<file path="config.mk">
export PLATFORM = sky130hd
export DESIGN_NAME = valtrain_detector
export DESIGN_NICKNAME = d
export VERILOG_FILES = /design/src/rtl/valtrain_detector.sv
export SDC_FILE = /design/constraint.sdc
export NUM_CORES = 1
export LEC_CHECK = 0
export ABC_AREA = 1
export CAP_MARGIN = 40
export CORE_ASPECT_RATIO = 1.2
export CORE_MARGIN = 2
export CORE_UTILIZATION = 35
export DETAILED_ROUTE_END_ITERATION = 10
export GPL_TIMING_DRIVEN = 0
export HOLD_SLACK_MARGIN = 0.02
export PLACE_DENSITY = 0.67
export SLEW_MARGIN = 20
export SYNTH_ARGS = -nofsm -noshare
export SYNTH_HDL_FRONTEND = slang
export SYNTH_SLANG_ARGS = --single-unit
export TNS_END_PERCENT = 100
</file>
<file path="constraint.sdc">
create_clock -name i_clk -period 1.4 [get_ports i_clk]
set_input_delay 0.28 -clock i_clk [delete_from_list [all_inputs] [get_ports i_clk]]
set_output_delay 0.28 -clock i_clk [all_outputs]
set_load 0.02 [all_outputs]
</file>
<file path="src/rtl/valtrain_detector.sv">
// valtrain_detector: valid-lane training pattern detector.
// Counts qualified receive words over a fixed window and reports pass when a
// run of CONSEC_THRESHOLD consecutive PATTERN words was seen in that window.
// Optional build macro VALTRAIN_DET_ERRCNT_EN compiles in the 8-bit saturating
// mismatch counter; without it o_err_count is tied to zero.
module valtrain_detector #(
    parameter int unsigned WINDOW           = 128,
    parameter int unsigned CONSEC_THRESHOLD = 16,
    parameter logic [31:0] PATTERN          = 32'hF0F0F0F0
) (
    input  logic        i_clk,
    input  logic        i_rst_n,
    input  logic        i_enable,
    input  logic [31:0] i_rvld_l,
    input  logic        i_rvld_valid,
    output logic        o_busy,
    output logic        o_done,
    output logic        o_pass,
    output logic [7:0]  o_err_count
);

    localparam int unsigned      CNT_W    = 8;
    localparam logic [CNT_W-1:0] WIN_LAST = CNT_W'(WINDOW - 1);
    localparam logic [CNT_W-1:0] THRESH   = CNT_W'(CONSEC_THRESHOLD);
    localparam logic [CNT_W-1:0] CNT_MAX  = '1;
    localparam logic [CNT_W-1:0] CNT_ONE  = CNT_W'(1);

    typedef enum logic [1:0] {
        S_IDLE   = 2'd0,
        S_DETECT = 2'd1,
        S_REPORT = 2'd2
    } state_t;

    state_t           r_state;
    state_t           w_state_nxt;
    logic [CNT_W-1:0] r_win_cnt;
    logic [CNT_W-1:0] w_win_cnt_nxt;
    logic [CNT_W-1:0] r_consec_cnt;
    logic [CNT_W-1:0] w_consec_cnt_nxt;
    logic             r_pass;
    logic             w_pass_nxt;
    logic             w_match;

    assign w_match = (i_rvld_l == PATTERN);

    // State and run counters register
    always_ff @(posedge i_clk or negedge i_rst_n) begin
        if (!i_rst_n) begin
            r_state      <= S_IDLE;
            r_win_cnt    <= '0;
            r_consec_cnt <= '0;
            r_pass       <= 1'b0;
        end else begin
            r_state      <= w_state_nxt;
            r_win_cnt    <= w_win_cnt_nxt;
            r_consec_cnt <= w_consec_cnt_nxt;
            r_pass       <= w_pass_nxt;
        end
    end

    // Next-state and run evaluation; abort on enable drop takes priority
    always_comb begin
        w_state_nxt      = r_state;
        w_win_cnt_nxt    = r_win_cnt;
        w_consec_cnt_nxt = r_consec_cnt;
        w_pass_nxt       = r_pass;
        case (r_state)
            S_IDLE: begin
                if (i_enable) begin
                    w_state_nxt      = S_DETECT;
                    w_win_cnt_nxt    = '0;
                    w_consec_cnt_nxt = '0;
                    w_pass_nxt       = 1'b0;
                end
            end
            S_DETECT: begin
                if (!i_enable) begin
                    w_state_nxt = S_IDLE;
                end else if (i_rvld_valid) begin
                    w_win_cnt_nxt = r_win_cnt + CNT_ONE;
                    if (w_match) begin
                        if (r_consec_cnt != CNT_MAX) begin
                            w_consec_cnt_nxt = r_consec_cnt + CNT_ONE;
                        end
                        if (w_consec_cnt_nxt == THRESH) begin
                            w_pass_nxt = 1'b1;
                        end
                    end else begin
                        w_consec_cnt_nxt = '0;
                    end
                    if (r_win_cnt == WIN_LAST) begin
                        w_state_nxt = S_REPORT;
                    end
                end
            end
            S_REPORT: begin
                if (!i_enable) begin
                    w_state_nxt = S_IDLE;
                end
            end
            default: begin
                w_state_nxt = S_IDLE;
            end
        endcase
    end

    // Status decoded from registered state only
    assign o_busy = (r_state == S_DETECT);
    assign o_done = (r_state == S_REPORT);
    assign o_pass = (r_state == S_REPORT) && r_pass;

`ifdef VALTRAIN_DET_ERRCNT_EN
    logic [CNT_W-1:0] r_err_cnt;
    logic [CNT_W-1:0] w_err_cnt_nxt;

    // Saturating mismatch counter, cleared at run start
    always_comb begin
        w_err_cnt_nxt = r_err_cnt;
        if ((r_state == S_IDLE) && i_enable) begin
            w_err_cnt_nxt = '0;
        end else if ((r_state == S_DETECT) && i_enable && i_rvld_valid &&
                     !w_match && (r_err_cnt != CNT_MAX)) begin
            w_err_cnt_nxt = r_err_cnt + CNT_ONE;
        end
    end

    // Error counter register
    always_ff @(posedge i_clk or negedge i_rst_n) begin
        if (!i_rst_n) begin
            r_err_cnt <= '0;
        end else begin
            r_err_cnt <= w_err_cnt_nxt;
        end
    end

    assign o_err_count = r_err_cnt;
`else
    assign o_err_count = 8'd0;
`endif

endmodule

</file>
==> results.py <==
metrics = {
    "placed_design": {
        "dpl_cell_area_um2": 1820,
        "place_congestion": 0.789,
        "dp_hpwl_mm": 2.46,
        "port_buffers": 38,
    },
    "setup_path": {
        "critPathKind": "register to register",
        "crit_required_ns": 1.59,
        "crit_fanout": 7,
        "r2r_cells": 10,
        "endpoint_kind": "register",
        "crit_path_start_kind": "register",
        "rrSetupSlack_ns": -0.008,
        "arrival_ns": 1.60,
    },
    "synthesis": {
        "synth_most_common_cell": "nand2_1",
        "synth-xor-area-share_pct": 0.659,
        "synth.distinct_cells": 27,
        "ys_ff_latch": 19,
        "seq_area_frac_synth_pct": 35.7,
        "syn_avg_cell_area_um2": 6.65,
        "synth_top_area_share_pct": 35.7,
        "synth_ff_type": "dfrtp_1",
        "yosysTopAreaCell": "dfrtp_1",
        "synth-edff-count": 0,
        "async_flop_share_pct": 100,
        "synthTopCellsByArea": "dfrtp_1 (36%), nand2_1 (16%), inv_1 (8.7%)",
        "syn-cell-area_um2": 1330,
        "synth_top_family_by_area": "simple AND/OR/NAND/NOR gates",
        "synth_common_cells": "nand2_1 (56), inv_1 (31), nor2_1 (29)",
        "synthAdderAreaFrac_pct": 1.88,
        "syn-instance-count": 200,
        "synth-simple-area-share_pct": 34.2,
        "synthMuxAreaShare_pct": 0,
        "yosys_warnings": 0,
        "synth_compound_area_share_pct": 12.6,
    },
    "grt": {
        "antenna_found_initial": 0,
        "grt_max_degree": 14,
        "grt_pass1_vias": 1288,
        "grt_use_total_pct": 16.1,
        "grt-ovfl-total": 0,
        "grt_pass1_wl_mm": 5.38,
    },
    "run_status": {
        "violations": "negative setup slack",
        "status": "finished with violations",
    },
    "finish": {
        "post-route-util_pct": 58.2,
        "multi_input_area_um2": 840,
        "drive_gt1_share_pct": 26.1,
        "regArea_um2": 478,
        "antenna_cells": 0,
        "final_area_um2": 2120,
        "nets": 300,
        "fill_cells": 338,
        "syn2layout_area_growth_pct": 59.1,
    },
    "drt": {
        "wirelength_mm": 3.32,
        "ant_nets": 0,
        "routedWlPerCell_um": 10.6,
        "num_vias": 1415,
        "drc_errors": 0,
        "vias_per_cell": 4.52,
        "drt-initial-drc-count": 40,
        "firstDrtPassIters": 4,
    },
    "cts": {
        "cts.sinks": 19,
        "clk_latency_ns": 0.25,
        "cts_tree": "built",
        "clk_pin_slew_ns": 0.08,
        "cts_buffer_depth": 2,
        "holdBufCountCts": 0,
        "cts_htree_levels": 1,
        "root_buffer": "clkbuf_8",
        "cts_buffers": 3,
    },
    "sta": {
        "max_freq_mhz": 710,
        "finalCriticalPeriod_ns": 1.41,
        "skew_ns": 0.000473,
        "setup_ws_ns": -0.00833,
        "rsz0062_at_grt": "true",
        "finalHoldViolCount": 0,
        "slew_violations": 0,
        "setup_violations": 1,
        "fin_crit_sh_pct": 101,
    },
    "worst_hold_path": {
        "min_path_type": "input pin to asynchronous set/reset pin",
    },
    "power_and_ir_drop": {
        "p_leak_nw": 1.06,
        "powerDensity_nw_per_um2": 855,
        "ir_drop_v": 0.000801,
    },
    "floorplanning": {
        "pin_count": 47,
        "die_y_um": 71.5,
        "coreArea_um2": 3630,
        "num_rows": 24,
        "initial_core_util_pct": 36.6,
        "die_w_um": 60.3,
        "die_area_um2": 4310,
    },
    "flow_run": {
        "cap_viol_max_count": 0,
    },
}
flip-flops by register name, indices dropped and copies added, names as in the netlist:
signal	cells
r_win_cnt	8
r_state	2
r_pass	1
r_consec_cnt	8
metrics by stage:
step,instances,hold WS (ns),worst slack (ns),power [mW],setup TNS (ns)
after CTS,311,0.315,0.00408,1.73,0
after global routing,313,0.337,-0.106,1.94,-0.580
after floorplan,207,-0.0156,0.00101,1.02,0
final,313,0.308,-0.00833,1.81,-0.00833
after global placement,297,0.476,-0.394,1.25,-6.63
after detailed placement,298,0.480,-0.413,1.27,-5.94
area by class of cell:
type,instances,share of cell area (%)
Clock buffer,3,1.95
Buffer,8,2.84
Timing Repair Buffer,50,23.2
Inverter,35,6.39
Sequential cell,19,22.6
Tap cell,52,3.08
Multi-Input combinational cell,145,39.7
Clock inverter,1,0.237
logic make-up (layout without fill, tap and decap cells):
| group | after synthesis | after routing |
|---|---|---|
| AOI/OAI and AO/OA | 28 | 28 |
| xor gates and xnor gates | 1 | 1 |
| adders and majority gates | 2 | 2 |
| buffers and inverters | 43 | 97 |
| DFF | 19 | 19 |
| other | 1 | 8 |
| and+or+nand+nor | 106 | 106 |
critical path, cell delays in order, from the launching register on:
cell and delay, ns:
dfrtp_1 0.42, ha_4 0.19, nand3_2 0.09, clkinv_2 0.07, nand2_4 0.11, nand2_2 0.06, o21ai_2 0.06, nand2_1 0.07
nor2_1 0.10, nand2_1 0.07, a21oi_2 0.11
power breakdown:
part / switching (mW) / internal [mW]
combinational: 0.408 / 0.339
clock: 0.190 / 0.198
sequential: 0.0671 / 0.608
worst paths after layout:
check                          endpoint            start
min in group i_clk           r_state[1]         i_enable
setup / recovery                 r_pass  r_consec_cnt[1]
hold / removal               r_state[1]          i_rst_n
setup reg to reg                 r_pass  r_consec_cnt[1]
hold reg to reg            r_win_cnt[3]     r_win_cnt[3]
max in group asynchronous  r_win_cnt[1]          i_rst_n
placed cells by master, fill, tap and decap left out, types with 5 or more instances in the layout:
| master | Yosys | routed |
|---|---|---|
| nor2_2 | 0 | 6 |
| clkdlybuf4s50_1 | 0 | 27 |
| conb_1 | 1 | 8 |
| nand4_1 | 5 | 5 |
| nand2_1 | 56 | 51 |
| dlymetal6s2s_1 | 0 | 7 |
| dfrtp_1 | 19 | 17 |
| o21ai_1 | 5 | 7 |
| nor2_1 | 29 | 20 |
| buf_4 | 8 | 19 |
| inv_1 | 31 | 30 |
| o22ai_2 | 0 | 6 |
| nand2_2 | 1 | 5 |
| nand3_1 | 10 | 8 |
layer usage:
layer	vias up	GRT usage (%)	part of all wire, %
met5	-	0	0
li1	742	-	-
met1	626	20.1	42
met2	45	26.8	47
met4	0	6.17	0.96
met3	2	3.43	9.2
repair_timing:
action | in CTS | in global routing
buffers inserted | 9 | 2
pin swaps | 5 | 15
resized for setup | 28 | 40
setup endpoints to repair | 17 | 18
(Power assumes the default switching activity.)
